===== config.mk =====
export PLATFORM = sky130hd
export DESIGN_NAME = csel_sub_pipe_64
export DESIGN_NICKNAME = d
export VERILOG_FILES = /design/src/rtl/csel_sub_pipe_64_pkg.sv /design/src/rtl/csel_sub_block.sv /design/src/rtl/csel_sub_pipe_64.sv
export SDC_FILE = /design/constraint.sdc
export NUM_CORES = 1
export LEC_CHECK = 0
export CORE_MARGIN = 2
export CORE_UTILIZATION = 50
export CTS_CLUSTER_DIAMETER = 150
export CTS_CLUSTER_SIZE = 10
export DETAILED_ROUTE_END_ITERATION = 8
export PLACE_DENSITY = 0.84
export SLEW_MARGIN = 20
export SYNTH_ARGS = -nofsm -noshare
export SYNTH_HDL_FRONTEND = slang
export SYNTH_SLANG_ARGS = --single-unit

===== constraint.sdc =====
create_clock -name clk -period 6.55 [get_ports clk]
set_input_delay 1.31 -clock clk [delete_from_list [all_inputs] [get_ports clk]]
set_output_delay 1.31 -clock clk [all_outputs]
set_load 0.05 [all_outputs]

===== src/rtl/csel_sub_pipe_64_pkg.sv =====
// Shared carry-select datapath sizing, common to the adder and subtractor tops.
package csel_sub_pipe_64_pkg;

    localparam int CSEL_WIDTH = 64;  // full operand width
    localparam int CSEL_BLK   = 16;  // bits handled per carry-select slice / stage

endpackage : csel_sub_pipe_64_pkg


===== src/rtl/csel_sub_block.sv =====
// Combinational BLK-bit carry-select subtract slice: diff = a - b - bin.
// Two ripple chains compute a + ~b + cin for cin=0 and cin=1 in parallel;
// the incoming borrow selects between them (cin = ~bin).
module csel_sub_block
    import csel_sub_pipe_64_pkg::*;
#(
    parameter int BLK = CSEL_BLK
) (
    input  logic [BLK-1:0] a,
    input  logic [BLK-1:0] b,
    input  logic           bin,
    output logic [BLK-1:0] diff,
    output logic           bout
);

    logic [BLK-1:0] sum_c0;
    logic [BLK-1:0] sum_c1;
    logic           cout_c0;
    logic           cout_c1;

    // Both speculative ripple chains over a + ~b.
    always_comb begin
        logic k0;
        logic k1;
        logic nb;
        // NOTE: every output of a comb block gets a default first, so no path leaves it unassigned (no latch).
        sum_c0 = '0;
        sum_c1 = '0;
        k0     = 1'b0;
        k1     = 1'b1;
        for (int i = 0; i < BLK; i++) begin
            nb        = ~b[i];
            sum_c0[i] = a[i] ^ nb ^ k0;
            sum_c1[i] = a[i] ^ nb ^ k1;
            k0        = (a[i] & nb) | (k0 & (a[i] ^ nb));
            k1        = (a[i] & nb) | (k1 & (a[i] ^ nb));
        end
        cout_c0 = k0;
        cout_c1 = k1;
    end

    // Borrow-in 1 means carry-in 0; a slice borrows out when it does not carry out.
    always_comb begin
        diff = bin ? sum_c0 : sum_c1;
        bout = bin ? ~cout_c0 : ~cout_c1;
    end

endmodule : csel_sub_block


===== src/rtl/csel_sub_pipe_64.sv =====
// Pipelined carry-select subtractor: diff = a - b - bin, one BLK-bit slice per stage.
// The borrow ripples stage to stage through registers. Pending a/b slices move
// forward in right-shifting skew registers, so the next slice to consume always
// sits at bits [BLK-1:0]; finished diff slices are shifted in from the top, so the
// last stage holds the complete difference in natural bit order.
// Requires WIDTH == BLK*STAGES and STAGES >= 2.
module csel_sub_pipe_64
    import csel_sub_pipe_64_pkg::*;
#(
    parameter int WIDTH = CSEL_WIDTH,
    parameter int BLK   = CSEL_BLK
) (
    input  logic             clk,
    input  logic             rst,
    input  logic             in_valid,
    output logic             in_ready,
    input  logic [WIDTH-1:0] a,
    input  logic [WIDTH-1:0] b,
    input  logic             bin,
    output logic             out_valid,
    input  logic             out_ready,
    output logic [WIDTH-1:0] diff,
    output logic             bout,
    output logic             ovf
);

    localparam int STAGES = WIDTH / BLK;
    localparam int SKW    = WIDTH - BLK;

    // Stage registers
    logic [STAGES-1:0] valid_q, valid_d;
    logic [STAGES-1:0] brw_q,   brw_d;
    logic [WIDTH-1:0]  dacc_q  [STAGES];
    logic [WIDTH-1:0]  dacc_d  [STAGES];
    logic [SKW-1:0]    askew_q [STAGES-1];
    logic [SKW-1:0]    askew_d [STAGES-1];
    logic [SKW-1:0]    bskew_q [STAGES-1];
    logic [SKW-1:0]    bskew_d [STAGES-1];
    logic              ovf_q,   ovf_d;

    // Slice wiring and control
    logic [BLK-1:0]    sl_a    [STAGES];
    logic [BLK-1:0]    sl_b    [STAGES];
    logic [BLK-1:0]    sl_diff [STAGES];
    logic [STAGES-1:0] sl_bin;
    logic [STAGES-1:0] sl_bout;
    logic [STAGES-1:0] ld;
    logic              en;
    logic              a_msb;
    logic              b_msb;

    // Global enable: the whole pipe advances unless the result is held.
    always_comb begin
        en       = ~valid_q[STAGES-1] | out_ready;
        in_ready = en;
    end

    // Route each slice's operands: stage 0 from the ports, later stages from the skew registers.
    always_comb begin
        sl_a[0]   = a[BLK-1:0];
        sl_b[0]   = b[BLK-1:0];
        sl_bin[0] = bin;
        for (int k = 1; k < STAGES; k++) begin
            sl_a[k]   = askew_q[k-1][BLK-1:0];
            sl_b[k]   = bskew_q[k-1][BLK-1:0];
            sl_bin[k] = brw_q[k-1];
        end
        a_msb = askew_q[STAGES-2][BLK-1];
        b_msb = bskew_q[STAGES-2][BLK-1];
    end

    for (genvar k = 0; k < STAGES; k++) begin : g_slice
        csel_sub_block #(
            .BLK (BLK)
        ) u_blk (
            .a    (sl_a[k]),
            .b    (sl_b[k]),
            .bin  (sl_bin[k]),
            .diff (sl_diff[k]),
            .bout (sl_bout[k])
        );
    end

    // Next state: valid bits shift on every enabled edge; data loads only behind a valid beat, so bubbles hold the last data.
    always_comb begin
        valid_d = valid_q;
        brw_d   = brw_q;
        dacc_d  = dacc_q;
        askew_d = askew_q;
        bskew_d = bskew_q;
        ovf_d   = ovf_q;

        ld[0] = en & in_valid;
        for (int k = 1; k < STAGES; k++) begin
            ld[k] = en & valid_q[k-1];
        end

        if (en) begin
            valid_d = {valid_q[STAGES-2:0], in_valid};
        end

        for (int k = 0; k < STAGES; k++) begin
            if (ld[k]) begin
                brw_d[k] = sl_bout[k];
            end
        end

        if (ld[0]) begin
            dacc_d[0]  = {sl_diff[0], {SKW{1'b0}}};
            askew_d[0] = a[WIDTH-1:BLK];
            bskew_d[0] = b[WIDTH-1:BLK];
        end
        for (int k = 1; k < STAGES; k++) begin
            if (ld[k]) begin
                dacc_d[k] = {sl_diff[k], dacc_q[k-1][WIDTH-1:BLK]};
            end
        end
        for (int k = 1; k < STAGES - 1; k++) begin
            if (ld[k]) begin
                askew_d[k] = askew_q[k-1] >> BLK;
                bskew_d[k] = bskew_q[k-1] >> BLK;
            end
        end

        // Signed overflow uses the operand MSBs carried alongside the top slice.
        if (ld[STAGES-1]) begin
            ovf_d = (a_msb ^ b_msb) & (sl_diff[STAGES-1][BLK-1] ^ a_msb);
        end
    end

    // State register with synchronous reset that discards every in-flight beat.
    always_ff @(posedge clk) begin
        if (rst) begin
            // NOTE: datapath registers are reset too, because diff/bout/ovf must read 0 straight after reset.
            valid_q <= '0;
            brw_q   <= '0;
            ovf_q   <= 1'b0;
            for (int k = 0; k < STAGES; k++) begin
                dacc_q[k] <= '0;
            end
            for (int k = 0; k < STAGES - 1; k++) begin
                askew_q[k] <= '0;
                bskew_q[k] <= '0;
            end
        end else begin
            // NOTE: non-blocking assignments so every stage samples its neighbour's pre-edge value.
            valid_q <= valid_d;
            brw_q   <= brw_d;
            ovf_q   <= ovf_d;
            dacc_q  <= dacc_d;
            askew_q <= askew_d;
            bskew_q <= bskew_d;
        end
    end

    // Outputs come straight from the last stage registers.
    always_comb begin
        out_valid = valid_q[STAGES-1];
        diff      = dacc_q[STAGES-1];
        bout      = brw_q[STAGES-1];
        ovf       = ovf_q;
    end

endmodule : csel_sub_pipe_64


==> summary.md, run 1 <==
| Metric | Value |
|---|---|
| Min Tclk post-route | between 4 and 5 ns |
| WP data required | approximately 5.2 ns |
| CP peak stage delay | 0.83 ns |
| Number of hold buffers added after CTS | 0 |
| GRT Total Usage | 21.1% |
| Ys flop type | dfxtp_1 |
| Largest net degree at the start of global routing | about 250 |
| CP arrival | 3.25 ns |
| Root Driver | clkbuf_16 |
| Max H-tree Level | 2 |
| Mapped cell area | about 16000 sq um |
| Grt ovf | 0 |
| FMAX | around 220 MHz |
| Ratio of cells with drive above 1 in the final layout | around 3.8% |
| Via Count | ~13000 |
| DR WL/cell | roughly 14 microns |
| Dpl cells | between 2000 and 2500 |
| Core Area | between 30000 and 40000 sq um |
| Post-synthesis sequential area ratio | between 40 and 50% |
| Status | complete, no violations |
| Rel. slew slack | about 14% |
| Finished Layout Cells | 2463 |
| Pwr/cell area | around 260 nW/um^2 |
| I/O Buffers | 200 |
| Latest clock arrival within the worst-skew pair | a little over 0.5 ns |
| Max Fanout on Critical Path | 9 |
| Hold Crit Class | reg2reg |
| Clock group share of total power | roughly two fifths |
| Syn nets | approximately 2200 |
| Buf/Inv on CP | 3 |
| Die W | 180 microns |
| Comb pwr share | between 10% and 20% |
| FF+latch count, synth | roughly 360 |
| Post-CTS resize count | 0 |
| Vias in the first global route | roughly 12000 |
| CTS Sinks | between 300 and 400 |
| Pint | roughly 3.7 mW |
| Sw Share | 24.0% |
| Starting Density | 50.7% |
| TritonCTS clock tree | yes |
| Share of synthesized registers carrying an async set or reset | 0% |
| Clock Tree Buf Depth | 3 |
| RSZ-0062 raised after global routing | false |
| Switching power | 1.16 mW |
| Peak VDD IR | between 0.2 and 0.25 mV |
| Final wirelength | about 35000 microns |
| Total Neg Setup Slack | 0 ns |
| Crit start category | input port |
| DRT iter0 DRCs | a little under 1000 |
| DRT antenna net count | 0 |
| Most frequent cells in the layout | nand2_1, a21oi_1, dfxtp_1, clkdlybuf4s50_1, inv_1 |
| First-pass GRT wire length | approximately 58000 microns |
| Final Slew Violations | 0 |
| Most common cell type on the critical path | clkdlybuf4s50_1 |
| Row count | 64 |
| Sequential share of power | 48.1% |
| IO Count | between 200 and 250 |
| Crit-path cells | clkdlybuf4s50_1 > nor2b_1 > clkinv_1 > clkdlybuf4s50_1 |
| Die height | 180 microns |
| Distinct cells, synth | 59 |
| Drt pass-1 iters | 6 |
| Synth Area per Inst | 7.76 sq um |
| HPWL after detailed placement | about 23000 microns |
| Yosys warning total | 0 |
| Period utilisation layout | between 60% and 70% |
| Static leakage | roughly 6.6 nW |
| Area grow syn2layout | 17.6% |
| Gpl congestion | about 0.85 |
| Total CTS buffers | 42 |
| Post-synth EDFFs | 0 |
| Critical path class | in2out |
| CP endpoint kind | output port |
| Nets | between 2000 and 2500 |
| Vias per cell | around 5.3 |
| Crit-path leading delay family | buffers and inverters |
| Fin. Hold Viols | 0 |
| Setup violations, final | 0 |
| Skew final | ~0.011 ns |
| Die area | 32400 sq um |
| Clk pin slew, worst setup/hold paths | around 0.050 ns |
| Max Cap Viol | 0 |
| Setup Buffers After CTS | 0 |
| Slowest cell on crit path | clkdlybuf4s50_1 |
| Worst-Margin Slew | 1.29 ns |
| Initial antenna violation count | 0 |
| Synth Instances | ~2000 |
| N_diodes | 0 |
| Most common cell after layout, fill and taps aside | nand2_1 |
| DRC viols | 0 |
-- state kept, by name, summed over array words and instances, names as in the netlist --
register  cells
bskew_q      95
askew_q      95
valid_q       4
b_msb         1
ovf           1
a_msb         1
dacc_q       96
brw_q         4
diff         64
-- metrics by stage --
| stage | hold slack [ns] | power [mW] | util, % | worst slack [ns] | instance area (sq um) |
|---|---|---|---|---|---|
| 4_1_cts | 0.442 | 4.87 | 59.6 | 1.99 | 18200 |
| 3_5_place_dp | 0.444 | 2.90 | 56.0 | 2.00 | 17100 |
| 2_1_floorplan | 0.425 | 2.73 | - | 2.89 | 15500 |
| 3_3_place_gp | 0.436 | 2.88 | 56.0 | 2.03 | 17100 |
| 5_1_grt | 0.460 | 5.02 | 59.6 | 1.88 | 18200 |
| 6_report | 0.448 | 4.82 | 59.6 | 1.99 | 18200 |
-- Yosys cell counts (4+ instances only) --
cell / count / area (sq um)
nor2b_1: 14 / 87.6
nand2_1: 684 / 2570
xor2_1: 14 / 123
nor2_1: 30 / 113
xnor2_1: 32 / 280
or3_1: 10 / 62.6
and2_1: 6 / 37.5
a21o_1: 8 / 60.1
ha_1: 68 / 851
nor3_1: 16 / 80.1
o21a_1: 5 / 37.5
nand3_1: 12 / 60.1
a211oi_1: 8 / 60.1
nand3b_1: 16 / 120
a21oi_1: 371 / 1860
o211ai_1: 4 / 30.0
dfxtp_1: 361 / 7230
inv_1: 76 / 285
or2_2: 4 / 25.0
o31ai_1: 10 / 75.1
o21ai_0: 15 / 75.1
nand2b_1: 4 / 25.0
clkbuf_1: 107 / 402
buf_4: 64 / 480
a31oi_1: 5 / 31.3
buf_1: 8 / 30.0
-- cell families after synthesis --
logic type | synth area share (%)
AO/OA/AOI/OAI | 15.8
XOR/XNOR | 2.60
adder cells (fa/ha/maj) | 5.49
buffers and inverters | 8.07
flip-flops | 46.6
AND/OR/NAND/NOR | 21.5
-- worst reg2reg max path, cell delays in order (launching register included) --
cell and delay, ns:
dfxtp_1 0.33, inv_1 0.06, ha_1 0.36, nand2b_1 0.09
a2111oi_0 0.61, o21ai_0 0.22, o211ai_1 0.25, o21a_1 0.25
a31o_2 0.23, nor4b_1 0.07, a211o_1 0.32
-- routing by layer --
metal	part of all wire, %	track usage [%]	routed length, microns	up-vias
met2	45	34.5	16100	433
li1	-	-	-	6579
met3	6.4	3.82	2280	83
met1	45	28.0	16000	5876
met4	3.2	7.71	1140	0
met5	0	0	0	-
-- final timing paths --
kind / start / endpoint / slack [ns] / cells past startpoint
hold reg to reg: dacc_q[244]$_SDFFE_PP0P_ / dacc_q[164]$_SDFFE_PP0P_ / 0.45 / 2
hold / removal: dacc_q[244]$_SDFFE_PP0P_ / dacc_q[164]$_SDFFE_PP0P_ / 0.45 / 2
setup / recovery: out_ready / in_ready / 1.99 / 4
setup reg to reg: bskew_q[1]$_SDFFE_PP0P_ / diff[63]$_SDFFE_PP0P_ / 3.65 / 10
-- area by class of cell --
class                           count  area, sq um
Multi-Input combinational cell   1376         7060
Clock buffer                       44         1080
Fill cell                        2649        12300
Timing Repair Buffer              207         2070
Clock inverter                      2         17.5
Tap cell                          396          495
Sequential cell                   361         7230
Inverter                           77          289
-- power groups by stage --
stage | logic [mW] | clock network [mW] | registers (mW)
after detailed placement | 0.536 | 0 | 2.36
after global routing | 0.603 | 2.10 | 2.33
after floorplan | 0.376 | 0 | 2.35
after CTS | 0.541 | 2.01 | 2.32
after global placement | 0.521 | 0 | 2.36
final | 0.542 | 1.96 | 2.32
Power figures use the tool's default switching activity.
==> run 2, diff against run 1 <==
==> constraint.sdc (replaced) <==
create_clock -name clk -period 4.35 [get_ports clk]
set_input_delay 0.87 -clock clk [delete_from_list [all_inputs] [get_ports clk]]
set_output_delay 0.87 -clock clk [all_outputs]
set_load 0.05 [all_outputs]
==> run 2 against run 1 <==
Compared with the run above: final cell count grew 0.32%; global-route usage grew 0.096 points; first-iteration DRC count is 12% lower; hold slack about the same; critical path depth increased by 7.
==> summary.md, run 2 (same netlist as run 1, synthesis figures left out) <==
| Metric | Value |
|---|---|
| Min Tclk post-route | about 3.4 ns |
| DRC viols | 0 (unchanged) |
| N_diodes | 0 (unchanged) |
| Most common cell after layout, fill and taps aside | nand2_1 |
| Skew final | 0.0125 ns (+0.00105 ns) |
| RSZ-0062 raised after global routing | false |
| Drt pass-1 iters | 5 (-1) |
| FMAX | 295 MHz |
| Number of hold buffers added after CTS | 0 (unchanged) |
| HPWL after detailed placement | 23800 microns (+2.6%) |
| Latest clock arrival within the worst-skew pair | 0.53 ns (+0.02 ns) |
| Clk pin slew, worst setup/hold paths | 0.05 ns (about the same) |
| Initial antenna violation count | 0 (unchanged) |
| CTS Sinks | 361 (unchanged) |
| Total Neg Setup Slack | 0 ns (unchanged) |
| Final Slew Violations | 0 (unchanged) |
| Status | complete, no violations |
| Final Instance Area | 18300 sq um (+0.54%) |
| Vias in the first global route | 12400 (+0.40%) |
| Via Count | 13100 (+0.61%) |
| Core Area | 30600 sq um (unchanged) |
| Final wirelength | 35900 microns (+1.2%) |
| Worst-Margin Slew | 1.04 ns (-0.252 ns) |
| Hold Path Cell Cnt | 2 (unchanged) |
| Row count | 64 (unchanged) |
| Nets | 2273 (+0.31%) |
| Die W | 180 microns (unchanged) |
| First-pass GRT wire length | 58600 microns (+0.28%) |
| Period utilisation layout | 77.9% |
| Area grow syn2layout | 18.3% |
| Die height | 180 microns (unchanged) |
| Footprint of the multi-input gates | 7060 sq um (unchanged) |
| Grt ovf | 0 (unchanged) |
| Total CTS buffers | 42 (unchanged) |
| Post-CTS resize count | 0 (unchanged) |
| Ratio of cells with drive above 1 in the final layout | 4.14% (+0.37 points) |
| Setup Buffers After CTS | 0 (unchanged) |
| Pwr/cell area | 399 nW/um^2 (+51%) |
| Crit start category | input port |
| Hold Crit Class | reg2reg |
| Root Driver | clkbuf_16 |
| Sequential cell area | 7230 sq um (unchanged) |
| GRT Total Usage | 21.2% (+0.096 points) |
| TritonCTS clock tree | yes |
| Max Fanout on Critical Path | 4 (-5) |
| Most frequent cells in the layout | nand2_1, a21oi_1, dfxtp_1, clkdlybuf4s50_1, inv_1 |
| Fillers | 2630 (-0.72%) |
| Placed Area | 17200 sq um (+0.45%) |
| DRT antenna net count | 0 (unchanged) |
| Max reg flops | 96 (unchanged) |
| Fin. Hold Viols | 0 (unchanged) |
| Biggest regs | dacc_q x96, askew_q x95, bskew_q x95 |
| R2r worst-path depth | 10 (unchanged) |
| CP arrival | 3.76 ns (+0.51 ns) |
| Gpl congestion | 0.863 (+0.95%) |
| Setup violations, final | 0 (unchanged) |
| Static leakage | 6.69 nW (+0.77%) |
| I/O Buffers | 200 (unchanged) |
| Max H-tree Level | 2 (unchanged) |
| Clock Tree Buf Depth | 3 (unchanged) |
| Die area | 32400 sq um (unchanged) |
| Peak VDD IR | 0.247 mV (+18%) |
| DR WL/cell | 14.5 microns (+0.92%) |
| IO Count | 201 (unchanged) |
| CP endpoint kind | flip-flop |
| Critical path class | in2reg |
| Vias per cell | 5.28 (+0.28%) |
| Final Util | 60.0% (+0.32 points) |
| Starting Density | 50.7% (unchanged) |
| Max Cap Viol | 0 (unchanged) |
| WP data required | 4.72 ns (-0.52 ns) |
| DRT iter0 DRCs | 856 (-12%) |
| Largest net degree at the start of global routing | 153 (-39%) |
| Largest Register | dacc_q |
| Rel. slew slack | 30.5% (+17 points) |
run 2: cell types whose count changed in the layout (fill, tap and decap cells not counted):
| cell | delta |
|---|---|
| inv_16 | +1 |
| buf_12 | +2 |
| buf_4 | +5 |
run 2: layout make-up:
type                            count  share of cell area [%]
Inverter                           77                    1.58
Sequential cell                   361                    39.4
Clock inverter                      3                   0.205
Timing Repair Buffer              214                    11.7
Multi-Input combinational cell   1376                    38.5
Clock buffer                       44                    5.89
Tap cell                          396                    2.70
run 2: path summary, 6_finish.rpt:
kind                       startpoint                       end  slack (ns)
max                              b[5]  dacc_q[254]$_SDFFE_PP0P_        0.96
min          dacc_q[176]$_SDFFE_PP0P_  dacc_q[176]$_SDFFE_PP0P_        0.45
max reg2reg   bskew_q[1]$_SDFFE_PP0P_     diff[63]$_SDFFE_PP0P_        1.48
min reg2reg  dacc_q[176]$_SDFFE_PP0P_  dacc_q[176]$_SDFFE_PP0P_        0.45
run 2: where the power goes:
group / total [mW] / switching (mW) / internal [mW]
sequential: 3.49 / 0.0654 / 3.43
combinational: 0.826 / 0.463 / 0.363
clock: 3.00 / 1.25 / 1.75
run 2: per-layer routing:
metal	up-vias	GRT usage, %	wire length (microns)
met4	0	7.16	1020
met3	65	3.31	1790
met5	-	0	0
li1	6602	-	-
met1	6051	27.9	16500
met2	332	35.6	16500
run 2: stage by stage:
step / cells / setup WS, ns / power [mW] / hold WS, ns
after global placement: 2424 / 0.552 / 4.35 / 0.437
final: 2471 / 0.960 / 7.31 / 0.448
after floorplan: 1997 / 1.13 / 4.11 / 0.425
after CTS: 2471 / 0.985 / 7.36 / 0.450
after detailed placement: 2424 / 0.446 / 4.38 / 0.443
after global routing: 2471 / 0.882 / 7.59 / 0.460
run 2: worst max-delay path, cell delays in order:
cell,delay (ns)
clkdlybuf4s50_1,0.46
inv_1,0.05
ha_1,0.33
and2_4,0.17
a221o_1,0.35
a31o_1,0.24
or4_4,0.50
nor3b_4,0.19
o41ai_2,0.34
xor2_1,0.19
o31ai_1,0.08
==> run 3, diff against run 2 <==
==> constraint.sdc (replaced) <==
create_clock -name clk -period 3.28 [get_ports clk]
set_input_delay 0.656 -clock clk [delete_from_list [all_inputs] [get_ports clk]]
set_output_delay 0.656 -clock clk [all_outputs]
set_load 0.05 [all_outputs]
==> run 3 against run 2 <==
Compared with the run above: sequential share of layout area is 0.39 points lower; critical path depth is 1 higher; global-route usage is 0.72 points higher; sequential cell count stayed put; sequential power is 33% higher; hold slack worse by 0.0043 ns; cell area is 1.0% higher; non-clock buffer count is 15 higher; die area stayed put; largest cell class unchanged; highest routed layer unchanged.
==> summary.md, run 3 (same netlist as run 1, synthesis figures left out) <==
| Metric | Value |
|---|---|
| Status | complete, no violations |
| IO Count | 201 (unchanged) |
| Row count | 64 (unchanged) |
| Slowest cell on crit path | or4_4 |
| Initial antenna violation count | 0 (unchanged) |
| Core Area | 30600 sq um (unchanged) |
| Final Util | 60.6% (+0.60 points) |
| Crit-path cells | clkdlybuf4s50_1 > inv_1 > ha_1 > and2_4 > a221o_1 > a31o_1 > or4_4 > buf_4 > a31oi_2 > nor2b_1 > o31ai_1 > a21oi_1 |
| CP arrival | 3.49 ns (-0.27 ns) |
| Clk pin slew, worst setup/hold paths | 0.05 ns (about the same) |
| Sw Share | 24.0% (-0.24 points) |
| Switching power | 2.33 mW (+31%) |
| CP endpoint kind | flip-flop |
| Hold Crit Class | reg2reg |
| Starting Density | 50.7% (unchanged) |
| TritonCTS clock tree | yes |
| Critical path depth | 12 (+1) |
| Latest clock arrival within the worst-skew pair | 0.52 ns (about the same) |
| Fin. Hold Viols | 0 (unchanged) |
| Min Tclk post-route | roughly 3.1 ns |
| Setup Buffers After CTS | 0 (unchanged) |
| Hold slack final | 0.444 ns (-0.00426 ns) |
| Root Driver | clkbuf_16 |
| Fillers | 2656 (+0.99%) |
| Gpl congestion | 0.901 (+4.3%) |
| Max Cap Viol | 0 (unchanged) |
| Final setup margin | 0.141 ns (-0.819 ns) |
| Final wirelength | 36600 microns (+1.8%) |
| Clock Tree Buf Depth | 3 (unchanged) |
| Largest net degree at the start of global routing | 144 (-5.9%) |
| Finished Layout Cells | 2485 (+0.57%) |
| Vias in the first global route | 12700 (+2.1%) |
| Max Fanout on Critical Path | 3 (-1) |
| Die height | 180 microns (unchanged) |
| Critical path class | in2reg |
| WP data required | 3.63 ns (-1.09 ns) |
| Peak VDD IR | 0.297 mV (+20%) |
| Buf/Inv on CP | 3 (+1) |
| Total Neg Setup Slack | 0 ns (unchanged) |
| Final Instance Area | 18500 sq um (+1.0%) |
| Most common cell after layout, fill and taps aside | nand2_1 |
| HPWL after detailed placement | 24600 microns (+3.5%) |
| Sequential share of power | 47.8% (about the same) |
| R2r worst-path depth | 10 (unchanged) |
| Die W | 180 microns (unchanged) |
| Largest Register | dacc_q |
| Via Count | 13300 (+1.6%) |
| Max H-tree Level | 2 (unchanged) |
| DRC viols | 0 (unchanged) |
| Pint | 7.36 mW (+33%) |
| CTS Sinks | 361 (unchanged) |
| Biggest regs | dacc_q x96, askew_q x95, bskew_q x95 |
| Setup violations, final | 0 (unchanged) |
| Final Slew Violations | 0 (unchanged) |
| Grt ovf | 0 (unchanged) |
| I/O Buffers | 200 (unchanged) |
| FMAX | about 320 MHz |
| DR WL/cell | 14.7 microns (+1.3%) |
| Comb pwr share | 11.7% (+0.4 points) |
| Skew final | 0.0181 ns (+0.00554 ns) |
| First-pass GRT wire length | 60300 microns (+2.9%) |
| Vias per cell | 5.34 (+1.0%) |
| CP peak stage delay | 0.49 ns (about the same) |
| Crit start category | input port |
| DRT antenna net count | 0 (unchanged) |
| Drt pass-1 iters | 5 (unchanged) |
| N_diodes | 0 (unchanged) |
| GRT Total Usage | 21.9% (+0.72 points) |
| Dpl ws | -0.415 ns (-0.861 ns) |
| Rel. slew slack | 31.8% (+1.3 points) |
| DRT iter0 DRCs | 918 (+7.2%) |
| Max reg flops | 96 (unchanged) |
| Footprint of the multi-input gates | 7070 sq um (about the same) |
| Worst-Margin Slew | 1.02 ns (-0.0188 ns) |
| Ratio of cells with drive above 1 in the final layout | 4.88% (+0.74 points) |
| Area grow syn2layout | 19.5% |
| Placed Area | 17400 sq um (+1.1%) |
| Period utilisation layout | a little over nine tenths |
| Hold Path Cell Cnt | 2 (unchanged) |
| Dpl cells | 2439 (+0.62%) |
| Pwr/cell area | 523 nW/um^2 (+31%) |
| Most frequent cells in the layout | nand2_1, a21oi_1, dfxtp_1, clkdlybuf4s50_1, inv_1 |
| Total CTS buffers | 42 (unchanged) |
| Clock group share of total power | 40.5% (-0.5 points) |
| RSZ-0062 raised after global routing | false |
| Static leakage | 6.78 nW (+1.4%) |
| Crit-path leading delay family | compound AO/OA/AOI/OAI gates |
| Overall power | 9.69 mW (+32%) |
| Die area | 32400 sq um (unchanged) |
| Sequential cell area | 7230 sq um (unchanged) |
| Nets | 2288 (+0.66%) |
==> run 3: cell count changes in the layout (fill, tap and decap cells not counted), sizes merged <==
cell / before / now
inv: 79 / 78
buf: 15 / 31
clkdlybuf4s50: 199 / 198
==> run 3: final cells by class <==
type / count / share of cell area (%)
tap: 396 / 2.67
clock inverter: 2 / 0.0946
sequential: 361 / 39.0
multi-input combinational: 1376 / 38.2
clock buffer: 44 / 5.83
timing repair buffer: 229 / 12.7
inverter: 77 / 1.56
==> run 3: per-layer routing <==
layer,vias to the layer above,global-route usage [%],wire [microns]
met4,0,7.23,969
li1,6628,-,-
met3,72,3.50,2010
met2,380,37.6,17400
met1,6179,28.2,16200
met5,-,0,0
==> run 3: path summary, 6_finish.rpt <==
path / startpoint / to / slack [ns]
worst min register to register: dacc_q[120]$_SDFFE_PP0P_ / diff[40]$_SDFFE_PP0P_ / 0.44
worst max register to register: bskew_q[7]$_SDFFE_PP0P_ / diff[63]$_SDFFE_PP0P_ / 0.47
worst min-delay path: dacc_q[120]$_SDFFE_PP0P_ / diff[40]$_SDFFE_PP0P_ / 0.44
worst max-delay path: b[5] / dacc_q[252]$_SDFFE_PP0P_ / 0.14
==> run 3: what timing repair did <==
item                                    CTS  global route
hold buffers                              0             0
gates resized for setup                   0             1
endpoints found under the setup margin    0             1
==> run 3: power by group through the flow <==
stage / logic (mW) / registers (mW) / clock network, mW
floorplan: 0.751 / 4.70 / 0
global placement: 1.08 / 4.71 / 0
detailed placement: 1.12 / 4.72 / 0
CTS: 1.13 / 4.63 / 4.01
global route: 1.25 / 4.65 / 4.21
finish: 1.13 / 4.63 / 3.92
==> run 3: worst register-to-register path, delay by kind of cell (launching register included) <==
| kind | cells | cell delay (ns) |
|---|---|---|
| AO/OA/AOI/OAI | 6 | 1.84 |
| flip-flops | 1 | 0.33 |
| adder cells (fa/ha/maj) | 1 | 0.33 |
| AND/OR/NAND/NOR | 2 | 0.17 |
| buffers and inverters | 1 | 0.05 |
